File: config.mk
export PLATFORM = sky130hd
export DESIGN_NAME = ddc_peak_capture
export DESIGN_NICKNAME = d
export VERILOG_FILES = /design/src/rtl/ddc_peak_capture.sv
export SDC_FILE = /design/constraint.sdc
export NUM_CORES = 1
export LEC_CHECK = 0
export BUFFER_PORTS_ARGS = -buffer_cell sky130_fd_sc_hd__buf_2
export CORE_MARGIN = 5
export CORE_UTILIZATION = 51
export CTS_CLUSTER_DIAMETER = 30
export CTS_CLUSTER_SIZE = 12
export DETAILED_ROUTE_END_ITERATION = 10
export HOLD_SLACK_MARGIN = 0.02
export PLACE_DENSITY = 0.84
export SLEW_MARGIN = 20
export SYNTH_ARGS = -nofsm -noshare
export SYNTH_HDL_FRONTEND = slang
export SYNTH_SLANG_ARGS = --single-unit
export TNS_END_PERCENT = 50
File: constraint.sdc
create_clock -name clk -period 2.65 [get_ports clk]
set_clock_uncertainty 0.1 [all_clocks]
set_input_delay 0.265 -clock clk [delete_from_list [all_inputs] [get_ports clk]]
set_output_delay 0.265 -clock clk [all_outputs]
set_load 0.005 [all_outputs]
File: src/rtl/ddc_peak_capture.sv
// Pulse peak capture for the DDC channel-A input PIO.
// Tracks the maximum of each above-threshold pulse and holds the result until a
// rising edge on ack. Pulses that start while a result is pending are counted as missed.
module ddc_peak_capture #(
  parameter int unsigned DATA_W  = 14,
  parameter int unsigned LEN_W   = 10,
  parameter int unsigned MIN_LEN = 2,
  parameter int unsigned MISS_W  = 16
) (
  input  logic              clk,
  input  logic              reset_n,
  input  logic [DATA_W-1:0] adc_data,
  input  logic              adc_valid,
  input  logic [DATA_W-1:0] threshold,
  input  logic              ack,
  output logic [DATA_W-1:0] peak_out,
  output logic              peak_valid,
  output logic [LEN_W-1:0]  pulse_len,
  output logic [MISS_W-1:0] missed_count,
  output logic              busy
);

  typedef enum logic [1:0] {StIdle, StPulse, StHold, StRearm} state_e;

  state_e              state_q, state_d;
  logic [DATA_W-1:0]   run_max_q, run_max_d;
  logic [LEN_W-1:0]    run_len_q, run_len_d;
  logic [DATA_W-1:0]   peak_q, peak_d;
  logic [LEN_W-1:0]    len_q, len_d;
  logic                valid_q, valid_d;
  logic [MISS_W-1:0]   miss_q, miss_d;
  logic                ack_d_q;
  logic                prev_above_q, prev_above_d;

  logic above, below, ack_rise;

  // Next-state logic: sample classification, FSM transitions and result capture.
  always_comb begin
    above        = adc_valid && (adc_data >= threshold);
    below        = adc_valid && (adc_data < threshold);
    ack_rise     = ack && !ack_d_q;
    state_d      = state_q;
    run_max_d    = run_max_q;
    run_len_d    = run_len_q;
    peak_d       = peak_q;
    len_d        = len_q;
    valid_d      = valid_q;
    miss_d       = miss_q;
    // prev_above only follows valid samples; invalid cycles leave it alone.
    prev_above_d = adc_valid ? above : prev_above_q;

    unique case (state_q)
      StIdle: begin
        if (above) begin
          state_d      = StPulse;
          run_max_d    = adc_data;
          run_len_d    = LEN_W'(1);
          prev_above_d = 1'b0;
        end
      end
      StPulse: begin
        if (above) begin
          if (adc_data > run_max_q) run_max_d = adc_data;
          if (run_len_q != '1) run_len_d = run_len_q + LEN_W'(1);
        end else if (below) begin
          if (run_len_q >= LEN_W'(MIN_LEN)) begin
            peak_d  = run_max_q;
            len_d   = run_len_q;
            valid_d = 1'b1;
            state_d = StHold;
          end else begin
            state_d      = StIdle;
            prev_above_d = 1'b0;
          end
        end
      end
      StHold: begin
        if (above && !prev_above_q && (miss_q != '1)) miss_d = miss_q + MISS_W'(1);
        // A pulse still running at ack time must drain in REARM before re-arming.
        if (ack_rise) begin
          valid_d = 1'b0;
          if (prev_above_d) begin
            state_d = StRearm;
          end else begin
            state_d      = StIdle;
            prev_above_d = 1'b0;
          end
        end
      end
      StRearm: begin
        if (below) begin
          state_d      = StIdle;
          prev_above_d = 1'b0;
        end
      end
      default: state_d = StIdle;
    endcase
  end

  // State and result registers with asynchronous active-low reset.
  always_ff @(posedge clk or negedge reset_n) begin
    if (!reset_n) begin
      state_q      <= StIdle;
      run_max_q    <= '0;
      run_len_q    <= '0;
      peak_q       <= '0;
      len_q        <= '0;
      valid_q      <= 1'b0;
      miss_q       <= '0;
      ack_d_q      <= 1'b0;
      prev_above_q <= 1'b0;
    end else begin
      state_q      <= state_d;
      run_max_q    <= run_max_d;
      run_len_q    <= run_len_d;
      peak_q       <= peak_d;
      len_q        <= len_d;
      valid_q      <= valid_d;
      miss_q       <= miss_d;
      ack_d_q      <= ack;
      prev_above_q <= prev_above_d;
    end
  end

  // Output mapping.
  always_comb begin
    peak_out     = peak_q;
    pulse_len    = len_q;
    peak_valid   = valid_q;
    missed_count = miss_q;
    busy         = (state_q != StIdle);
  end

endmodule

==> flow_summary_export.csv <==
group,metric,value,unit
die,die_y,98.3,µm
detailed_routing,drc,0,
yosys,synthXorXnorAreaFrac,0.0331,
yosys,synth_top_area_frac,0.434,
clocking,clock_tree.buffer_depth,2,
setup_path,cp_num_cells,8,
yosys,synth.area.mux_share,0.143,
yosys,synth_nets,421,
layout,area_delta_synth_final,29.5,%
setup_path,cp_slowest_cell,"or4_4",
clocking,clk_latency,340,ps
run_status,outcome,"completed",
setup_path,required,2770,ps
grt,grt_util_all_layers,0.202,
layout,diodes,0,
setup_path,critPathTopFamily,"simple AND/OR/NAND/NOR gates",
die,start_util,0.520,
detailed_routing,drt_first_pass_iters,4,
yosys,synth_fa_ha_area_frac,0.0976,
sta,period_minus_slack,2630,ps
setup_path,critPathLaunchType,"flip-flop",
grt,grt_start_max_net_pins,70,
layout,stdcell_area,5150,µm²
clocking,htreeDepth,3,
setup_path,crit_chain,"inv_1 > ha_1 > and4_4 > nand2_2 > a311oi_2 > nor3b_2 > or4_4 > mux2_4",
die,io_pins,74,
clocking,cts_tree,"built",
placed_design,hpwl,6840,µm
yosys,synth-simple-area-share,0.138,
worst_hold_path,hold_class,"in2async",
yosys,synth_cell_types,53,
sta,setup_tns,0,ps
detailed_routing,ant_nets,0,
sta,slew_headroom,0.428,
yosys,syn_inst,358,
placed_design,numPortBuffers,73,
die,core,7650,µm²
clocking,cts.clk_slew.worst_paths,80,ps
placed_design,place_area,4770,µm²
yosys,synth_edf_count,0,
layout,fin_nets,538,
detailed_routing,via_per_inst,5.50,
sta,setup_violations,0,
detailed_routing,wl,9590,µm
setup_path,arrival,2750,ps
yosys,ys_warn_count,0,
yosys,synthFlopType,"dfrtp_1",
sta,worst_pin_slew,858,ps
clocking,clock-sinks,69,
power,leakagePower,2.67,nW
grt,overflow,0,
detailed_routing,wire_per_inst,16.5,µm
layout,drive_above_1_share,0.417,
die,rows,32,
setup_path,reg2regPathDepth,8,
power,powerDensity,870,nW/µm²
yosys,synth-compound-area-share,0.0900,
sta,drv_slew,0,
sta,fmax,381,MHz
power,ir_drop,0.000492,V
clocking,cts_made_buffers,9,
grt,antenna_found_initial,0,
yosys,synth.avg_cell_area,11.1,µm²
grt,grt_pass1_vias,3429,
setup_path,cp-end-kind,"flip-flop",
power,power,4.48,mW
setup_path,cp_num_buf_inv,1,
die,die_w,98.3,µm
sta,period_share,0.991,
detailed_routing,drtIter0Drc,210,
die,die-area,9660,µm²
yosys,synth_area_leader_cell,"dfrtp_1",
yosys,yosys-top-cells-area,"dfrtp_1, mux2_4, ha_1",
job,timing.max_cap.violations,0,
setup_path,critPathKind,"reg2reg",
yosys,synth_top_family_by_area,"multiplexers",
detailed_routing,vias,3199,
yosys,async_reset_ff_frac,1.00,
yosys,syn-cell-area,3980,µm²
clocking,clk_root_buffer_cell,"clkbuf_8",
yosys,ys_ff_latch,69,
sta,hold_viol,0,
grt,grt_pass1_wl,15900,µm
placed_design,gp_congestion,0.868,
setup_path,critPathMaxFanout,7,
setup_path,slowest_delay,600,ps
yosys,synth-seq-area-share,0.434,
## power by group
group,leakage (nW),internal (mW),switching [mW]
clock,0.120,0.655,0.406
combinational,1.68,0.999,0.748
sequential,0.867,1.40,0.276
total,2.67,3.05,1.43
## worst reg2reg max path, stage by stage (launching register included)
cell,delay (ps)
dfrtp_1,400
inv_1,70
ha_1,270
and4_4,230
nand2_2,70
a311oi_2,320
nor3b_2,110
or4_4,600
mux2_4,340
## metrics by stage
step | hold WS (ps) | setup slack, ps | util | std cells
after global placement | 315 | -112 | 0.623 | 555
after floorplan | -131 | -25.5 | - | 358
after CTS | 57.8 | 7.33 | 0.664 | 577
final | 15.7 | 22.6 | 0.673 | 582
after detailed placement | 318 | -196 | 0.623 | 555
after global routing | 98.8 | -28.1 | 0.673 | 582
## registers in the layout (all words and copies together) (netlist names)
name          count
pulse_len        10
run_len_q        10
run_max_q        14
ack_d_q           1
peak_valid        1
prev_above_q      1
peak_out         14
state_q           2
missed_count     16
## Yosys cell counts, types with 10 or more instances
cell type and number:
a21oi_1 11, and3_1 11, clkbuf_1 10, dfrtp_1 69, ha_1 31, inv_1 34
mux2_2 11, mux2_4 29, nand2_1 23, nand3_1 13, nand4_1 12, nor2_1 12
xnor2_1 15
## placed cells by master, fill, tap and decap left out, types with 2 or more instances in the layout
master	netlist	final
or4_4	1	2
o211ai_1	2	2
a31oi_1	3	3
ha_4	0	9
clkbuf_8	0	10
nand2_1	23	22
mux2_2	11	11
nand2b_1	2	2
xnor2_1	15	15
nor2_1	12	12
buf_4	0	46
o21ai_0	6	5
dfrtp_1	69	69
and2_1	3	3
nand4_1	12	12
nor3_1	5	5
nor4_1	5	5
a21oi_1	11	10
buf_2	1	73
nor2b_1	3	2
inv_1	34	32
bufinv_16	0	3
a21o_1	5	5
and4_1	3	2
and3_1	11	11
nand3_1	13	12
a211o_1	4	4
o22ai_1	5	5
mux2_4	29	29
ha_1	31	22
## path summary, 6_finish.rpt
kind | start | to | slack, ps
worst max register to register | run_max_q[10]$_DFFE_PN0P_ | run_max_q[3]$_DFFE_PN0P_ | 20
min in group clk | adc_valid | prev_above_q$_DFF_PN0_ | 110
worst max-delay path | run_max_q[10]$_DFFE_PN0P_ | run_max_q[3]$_DFFE_PN0P_ | 20
worst min register to register | missed_count[14]$_DFFE_PN0P_ | missed_count[14]$_DFFE_PN0P_ | 390
max in group asynchronous | reset_n | run_max_q[5]$_DFFE_PN0P_ | 1870
worst min-delay path | reset_n | peak_out[11]$_DFFE_PN0P_ | 20
## cell families after synthesis
logic type | count (synthesis)
AOI/OAI and AO/OA | 51
xor gates and xnor gates | 15
adders and majority gates | 31
buffers and inverters | 50
DFF | 69
muxes | 41
and+or+nand+nor | 101
## per-layer routing
layer / vias up / global-route usage / part of all wire / wire length (µm)
met4: 0 / 0.0977 / 0.029 / 280
li1: 1513 / - / - / -
met1: 1558 / 0.252 / 0.42 / 4020
met2: 103 / 0.341 / 0.51 / 4900
met5: - / 0 / 0 / 0
met3: 25 / 0.0293 / 0.041 / 390
## layout make-up
type / count / area (µm²)
Inverter: 34 / 140
Clock buffer: 11 / 141
Clock inverter: 5 / 106
Multi-Input combinational cell: 240 / 2170
Tap cell: 102 / 128
Fill cell: 540 / 2500
Timing Repair Buffer: 121 / 732
Sequential cell: 69 / 1730
## repair_timing
action / CTS / global route
hold buffers: 1 / 0
endpoints found under the setup margin: 14 / 19
resized for setup: 4 / 4
setup buffers: 4 / 5
pin swaps: 4 / 5
cloned: 1 / 0
hold endpoints to repair: 1 / 0
No activity file was read; power rests on OpenSTA's default activity.
